$ cat config.mk
export PLATFORM = sky130hd
export DESIGN_NAME = control_sequencer
export DESIGN_NICKNAME = d
export VERILOG_FILES = /design/src/rtl/cpu_ctrl_pkg.sv /design/src/rtl/control_sequencer.sv
export SDC_FILE = /design/constraint.sdc
export NUM_CORES = 1
export LEC_CHECK = 0
export BUFFER_PORTS_ARGS = -buffer_cell sky130_fd_sc_hd__buf_2
export CORE_MARGIN = 2
export CORE_UTILIZATION = 51
export DETAILED_ROUTE_END_ITERATION = 16
export GPL_TIMING_DRIVEN = 0
export MAX_ROUTING_LAYER = met4
export PLACE_DENSITY = 0.85
export RECOVER_POWER = 25
export SLEW_MARGIN = 20
export SYNTH_ARGS = -nofsm -noshare
export SYNTH_HDL_FRONTEND = slang
export SYNTH_SLANG_ARGS = --single-unit
$ cat constraint.sdc
create_clock -name clock -period 7 [get_ports clock]
set_input_delay 1.4 -clock clock [delete_from_list [all_inputs] [get_ports clock]]
set_output_delay 1.4 -clock clock [all_outputs]
set_load 0.005 [all_outputs]
$ cat src/rtl/cpu_ctrl_pkg.sv
// Shared state encoding, opcode constants and opcode-class decode for control_sequencer.
package cpu_ctrl_pkg;

  localparam int STATE_W = 4;
  localparam int OP_W    = 5;

  typedef enum logic [STATE_W-1:0] {
    S_RST, S_T0, S_T1, S_T2, S_T3, S_T4, S_T5, S_T6, S_T7, S_HALT
  } state_e;

  localparam logic [OP_W-1:0] OP_LD   = 5'd0;
  localparam logic [OP_W-1:0] OP_LDI  = 5'd1;
  localparam logic [OP_W-1:0] OP_ST   = 5'd2;
  localparam logic [OP_W-1:0] OP_ADD  = 5'd3;
  localparam logic [OP_W-1:0] OP_SUB  = 5'd4;
  localparam logic [OP_W-1:0] OP_AND  = 5'd5;
  localparam logic [OP_W-1:0] OP_OR   = 5'd6;
  localparam logic [OP_W-1:0] OP_ROR  = 5'd7;
  localparam logic [OP_W-1:0] OP_ROL  = 5'd8;
  localparam logic [OP_W-1:0] OP_SHR  = 5'd9;
  localparam logic [OP_W-1:0] OP_SHRA = 5'd10;
  localparam logic [OP_W-1:0] OP_SHL  = 5'd11;
  localparam logic [OP_W-1:0] OP_ADDI = 5'd12;
  localparam logic [OP_W-1:0] OP_ANDI = 5'd13;
  localparam logic [OP_W-1:0] OP_ORI  = 5'd14;
  localparam logic [OP_W-1:0] OP_DIV  = 5'd15;
  localparam logic [OP_W-1:0] OP_MUL  = 5'd16;
  localparam logic [OP_W-1:0] OP_NEG  = 5'd17;
  localparam logic [OP_W-1:0] OP_NOT  = 5'd18;
  localparam logic [OP_W-1:0] OP_BR   = 5'd19;
  localparam logic [OP_W-1:0] OP_JR   = 5'd20;
  localparam logic [OP_W-1:0] OP_MFHI = 5'd24;
  localparam logic [OP_W-1:0] OP_MFLO = 5'd25;
  localparam logic [OP_W-1:0] OP_NOP  = 5'd26;
  localparam logic [OP_W-1:0] OP_HALT = 5'd27;

  typedef enum logic [3:0] {
    CLS_ALU_R, CLS_ALU_I, CLS_UNARY, CLS_MULDIV, CLS_LD, CLS_LDI, CLS_ST,
    CLS_BR, CLS_JR, CLS_MFHI, CLS_MFLO, CLS_NOP, CLS_HALT
  } op_class_e;

  // Undefined opcodes fall into CLS_NOP so they retire after an empty T3.
  function automatic op_class_e op_class(input logic [OP_W-1:0] op);
    case (op)
      OP_ADD, OP_SUB, OP_AND, OP_OR, OP_ROR, OP_ROL,
      OP_SHR, OP_SHRA, OP_SHL:   return CLS_ALU_R;
      OP_ADDI, OP_ANDI, OP_ORI:  return CLS_ALU_I;
      OP_NEG, OP_NOT:            return CLS_UNARY;
      OP_DIV, OP_MUL:            return CLS_MULDIV;
      OP_LD:                     return CLS_LD;
      OP_LDI:                    return CLS_LDI;
      OP_ST:                     return CLS_ST;
      OP_BR:                     return CLS_BR;
      OP_JR:                     return CLS_JR;
      OP_MFHI:                   return CLS_MFHI;
      OP_MFLO:                   return CLS_MFLO;
      OP_HALT:                   return CLS_HALT;
      default:                   return CLS_NOP;
    endcase
  endfunction

  function automatic logic [OP_W-1:0] alu_imm_op(input logic [OP_W-1:0] op);
    case (op)
      OP_ANDI: return OP_AND;
      OP_ORI:  return OP_OR;
      default: return OP_ADD;
    endcase
  endfunction

endpackage

$ cat src/rtl/control_sequencer.sv
// Hard-wired control unit: fetch T0-T2, opcode-dependent execute T3-T7, HALT.
// Build option CTRL_MEM_WAIT_EN stretches memory states until mem_ready is sampled high.
module control_sequencer
  import cpu_ctrl_pkg::*;
(
  input  logic               clock,
  input  logic               clear,
  input  logic [OP_W-1:0]    ir_op,
  input  logic               con_ff,
  input  logic               mem_ready,
  output logic Gra, Grb, Grc, Rin, Rout, BAout,
  output logic HIout, HIin, LOout, LOin, Zhighout, Zlowout, Zin, Yin, Cout,
  output logic MDRout, MDRin, MARin, PCout, PCin, IRin, IncPC, CONin,
  output logic read, write,
  output logic [OP_W-1:0]    opcode,
  output logic               run,
  output logic [STATE_W-1:0] o_dbg_state
);

  state_e    r_state;
  state_e    w_next;
  op_class_e w_cls;

  assign w_cls       = op_class(ir_op);
  assign o_dbg_state = r_state;

  always_ff @(posedge clock or negedge clear) begin
    if (!clear) r_state <= S_RST;
    else        r_state <= w_next;
  end

  always_comb begin
    w_next = r_state;
    case (r_state)
      S_RST: w_next = S_T0;
      S_T0:  w_next = S_T1;
      S_T1:  w_next = S_T2;
      S_T2:  w_next = S_T3;
      S_T3: begin
        case (w_cls)
          CLS_HALT:                            w_next = S_HALT;
          CLS_JR, CLS_MFHI, CLS_MFLO, CLS_NOP: w_next = S_T0;
          default:                             w_next = S_T4;
        endcase
      end
      S_T4:  w_next = (w_cls == CLS_UNARY) ? S_T0 : S_T5;
      S_T5: begin
        case (w_cls)
          CLS_ALU_R, CLS_ALU_I, CLS_LDI: w_next = S_T0;
          default:                       w_next = S_T6;
        endcase
      end
      S_T6:  w_next = (w_cls == CLS_LD || w_cls == CLS_ST) ? S_T7 : S_T0;
      S_T7:  w_next = S_T0;
      S_HALT: w_next = S_HALT;
      default: w_next = S_RST;
    endcase
`ifdef CTRL_MEM_WAIT_EN
    // Any state strobing memory stays put until the memory reports done.
    if ((read || write) && !mem_ready) w_next = r_state;
`endif
  end

`ifndef CTRL_MEM_WAIT_EN
  logic w_unused_mem_ready;
  assign w_unused_mem_ready = mem_ready;
`endif

  always_comb begin
    {Gra, Grb, Grc, Rin, Rout, BAout} = '0;
    {HIout, HIin, LOout, LOin, Zhighout, Zlowout, Zin, Yin, Cout} = '0;
    {MDRout, MDRin, MARin, PCout, PCin, IRin, IncPC, CONin} = '0;
    {read, write} = '0;
    opcode = OP_NOP;
    run    = 1'b1;
    case (r_state)
      S_T0: {PCout, MARin, IncPC, Zin} = '1;
      S_T1: {Zlowout, PCin, read, MDRin} = '1;
      S_T2: {MDRout, IRin} = '1;
      S_T3: begin
        case (w_cls)
          CLS_ALU_R, CLS_MULDIV, CLS_ALU_I: {Grb, Rout, Yin} = '1;
          CLS_UNARY: begin
            {Grb, Rout, Zin} = '1;
            opcode = ir_op;
          end
          CLS_LD, CLS_LDI, CLS_ST: {Grb, BAout, Yin} = '1;
          CLS_BR:   {Gra, Rout, CONin} = '1;
          CLS_JR:   {Gra, Rout, PCin} = '1;
          CLS_MFHI: {HIout, Gra, Rin} = '1;
          CLS_MFLO: {LOout, Gra, Rin} = '1;
          default: ;
        endcase
      end
      S_T4: begin
        case (w_cls)
          CLS_ALU_R, CLS_MULDIV: begin
            {Grc, Rout, Zin} = '1;
            opcode = ir_op;
          end
          CLS_ALU_I: begin
            {Cout, Zin} = '1;
            opcode = alu_imm_op(ir_op);
          end
          CLS_UNARY: {Zlowout, Gra, Rin} = '1;
          CLS_LD, CLS_LDI, CLS_ST: begin
            {Cout, Zin} = '1;
            opcode = OP_ADD;
          end
          CLS_BR: {PCout, Yin} = '1;
          default: ;
        endcase
      end
      S_T5: begin
        case (w_cls)
          CLS_ALU_R, CLS_ALU_I, CLS_LDI: {Zlowout, Gra, Rin} = '1;
          CLS_MULDIV:                    {Zlowout, LOin} = '1;
          CLS_LD, CLS_ST:                {Zlowout, MARin} = '1;
          CLS_BR: begin
            {Cout, Zin} = '1;
            opcode = OP_ADD;
          end
          default: ;
        endcase
      end
      S_T6: begin
        case (w_cls)
          CLS_MULDIV: {Zhighout, HIin} = '1;
          CLS_LD:     {read, MDRin} = '1;
          CLS_ST:     {Gra, Rout, MDRin} = '1;
          CLS_BR: begin
            Zlowout = 1'b1;
            PCin    = con_ff;
          end
          default: ;
        endcase
      end
      S_T7: begin
        case (w_cls)
          CLS_LD:  {MDRout, Gra, Rin} = '1;
          CLS_ST:  write = 1'b1;
          default: ;
        endcase
      end
      S_HALT: run = 1'b0;
      default: ;
    endcase
  end

endmodule

==> metrics.md <==
| Metric | Value |
|---|---|
| Core area | `0.001922 mm2` |
| TritonCTS Sinks | `4` |
| Worst reg2reg startpoint | `o_dbg_state[2]$_DFF_PN0_` |
| Max Clk Rate | `0.1954 GHz` |
| Synth top area cells | `dfrtp_1, ha_1, nand2_1` |
| Outcome | `finished, final reports clean` |
| Tot Pwr | `0.2976 mW` |
| Routed vias/inst | `~6.3` |
| Final core occ | `0.6699` |
| Die X | `48.85 um` |
| Die Y | `between 40 and 50 um` |
| Vias in the first global route | `between 1000 and 1500` |
| Setup slack, reg-to-reg | `5.21 ns` |
| Critical Path RT | `approximately 5.6 ns` |
| RSZ-0062 raised after global routing | `false` |
| Max reg flops | `4` |
| CP Class | `in -> out` |
| Final ANT Viol Nets | `0` |
| Sequential share of power | `0.153` |
| Sw frac | `0.5244` |
| P&R area growth vs syn | `25.49%` |
| Sequential-to-total area share from yosys stat | `0.09756` |
| Drc violations | `0` |
| Crit path DAT | `around 3.7 ns` |
| Hold buffer count at CTS | `0` |
| FFs w/ async S/R, synth | `1.000` |
| Layout cells sized above 1 | `0.2589` |
| Post-synth EDFFs | `0` |
| Commonest non-fill, non-tap cell in the layout | `buf_2` |
| Hold Crit Depth | `1` |
| PortBufs | `42` |
| Total of max-cap violations | `0` |
| CTS tree | `yes` |
| Setup TNS Final | `0 ns` |
| Slew @ Worst Pin | `0.5242 ns` |
| First-pass GRT wire length | `5768 um` |
| CP Capture Type | `output port` |
| DRT iter0 DRCs | `74` |
| Crit path launch | `ir_op[0]` |
| Tmin final | `5.119 ns` |
| Mapped Area | `0.001026 mm2` |
| Total Wirelength | `roughly 3500 um` |
| Initial antenna violation count | `0` |
| Inst Count DP | `221` |
| CTS H-tree lvls | `1` |
| Main synth FF type | `dfrtp_1` |
| Combinational fraction of design power | `0.748` |
| Syn. warnings | `0` |
| CP endpoint | `Zin` |
| Leading cell types in the layout, fill and taps excluded | `buf_2, nand2_1, nor2_1` |
| Fillers | `slightly below 200` |
| HPWL after detailed placement | `2747 um` |
| Reg2Reg Depth | `3` |
| Die area | `between 0.002 and 0.0025 mm2` |
| Setup Fix Bufs, Post-CTS | `0` |
| Multi-input gate area | `roughly 860 um2` |
| Power Internal | `0.1415 mW` |
| Yosys top cell by area | `dfrtp_1` |
| Final Hold Viols | `0` |
| Average size of a mapped cell | `6.750 um2` |
| Clock Power Share | `0.099` |
| Clk Latency, worst-skew pair | `0.24 ns` |
| Hold Path Class | `reg -> reg` |
| DR WL/cell | `15.50 um` |
| Max VDD drop | `0.0001871 V` |
| Pleak | `0.6380 nW` |
| Layout Nets | `213` |
| Max clock buf depth | `2` |
| Hold WS | `roughly 0.56 ns` |
| Std cell rows | `16` |
| Via count | `around 1400` |
| Clock root cell | `clkbuf_4` |
| Num CTS Buffers | `3` |
| Post-cts sizing count | `0` |
| GRT Total Usage | `0.3109` |
| #FFs+latches synth | `4` |
| Worst hold start | `o_dbg_state[3]$_DFF_PN0_` |
| Clock Skews | `0.007645 ns` |
| Sw Pwr | `0.1561 mW` |
| Largest net degree at the start of global routing | `11` |
| Remaining Overflow, GRT | `0` |
| Count of cell types in the netlist | `48` |
| Post-Syn Instances | `152` |
| Max Fanout on Critical Path | `6` |
| Register area | `roughly 100 um2` |
| # diodes | `0` |
| I/O pin count | `44` |
| Tcrit/Tclk final | `0.7313` |
| Clock slew at reported path FFs | `0.04 ns` |
| Starting Density | `0.5339` |
| Total iterations of the first detailed-routing run | `4` |
| Rel. slew slack | `0.6482` |
| Post-route insts no fill | `224` |
| Yosys top cell area share | `0.09756` |
| Count of final setup violators | `0` |
| Max Transition Viols Final | `0` |
| RePlAce Congestion | `about 0.94` |
| Critical Path Source Type | `input pin` |
| FF-to-FF End | `o_dbg_state[3]$_DFF_PN0_` |
| Power per cell area | `roughly 230 mW/mm2` |
| Syn_nets | `166` |
==> per-layer routing <==
layer,vias to the layer above,wire length (um),global-route usage
li1,663,-,-
met1,633,1395,0.3619
met2,93,1695,0.5411
met3,14,309,0.06135
met4,0,73,0.09048
met5,-,0,-
==> logic make-up after synthesis <==
| logic type | count (synthesis) | share of synthesized area |
|---|---|---|
| compound gates | 60 | 0.4244 |
| fa+ha+maj | 5 | 0.06098 |
| buf+inv | 14 | 0.06464 |
| flops | 4 | 0.09756 |
| mux | 1 | 0.009756 |
| simple gates | 68 | 0.3427 |
==> cell usage after synthesis (2+ instances only) <==
cell type	instances
a211o_1	3
a21o_1	6
a21oi_1	8
a31oi_1	2
and2_1	3
buf_2	2
clkbuf_1	3
dfrtp_1	4
ha_1	5
inv_1	7
nand2_1	16
nand2b_1	4
nand3_1	6
nand3b_1	2
nor2_1	14
nor2b_1	4
nor3_1	4
nor4_1	2
o211ai_1	5
o21ai_0	11
o21ai_1	3
o21bai_1	3
o22ai_1	3
o311ai_0	2
or2_2	2
or3_1	5
or3b_1	2
==> final cells by class <==
class,count,area share
sequential,4,0.07775
buffer,7,0.03110
clock buffer,3,0.01749
tap,27,0.02624
multi-input combinational,134,0.6676
inverter,7,0.02041
timing repair buffer,42,0.1594
==> stage by stage <==
stage	instance area [um2]	worst slack, ns
after detailed placement	1270	1.887
after global placement	1270	1.908
final	1287	1.881
after global routing	1287	1.698
after CTS	1292	1.889
after floorplan	1026	2.347
==> critical path, cell delays in order <==
cell and delay, ns:
buf_2 0.14, ha_1 0.23, or4_1 0.39, o21ai_1 0.30
or3_1 0.18, clkbuf_1 0.28, nor2_1 0.12, a21oi_2 0.19
or3b_1 0.35, buf_2 0.13
==> worst min path at each step <==
stage | end | slack [ns]
after global routing | o_dbg_state[0]$_DFF_PN0_ | 0.60
after floorplan | o_dbg_state[0]$_DFF_PN0_ | 0.53
after CTS | o_dbg_state[0]$_DFF_PN0_ | 0.56
after detailed placement | o_dbg_state[0]$_DFF_PN0_ | 0.56
final | o_dbg_state[0]$_DFF_PN0_ | 0.56
after global placement | o_dbg_state[0]$_DFF_PN0_ | 0.54
==> power by group through the flow <==
stage	clock (mW)	sequential, mW	combinational [mW]
floorplan	0	0.0436	0.138
global placement	0	0.0448	0.216
detailed placement	0	0.0447	0.219
CTS	0.0305	0.0447	0.220
global route	0.0333	0.0469	0.245
finish	0.0295	0.0456	0.223
Power figures use the tool's default switching activity.
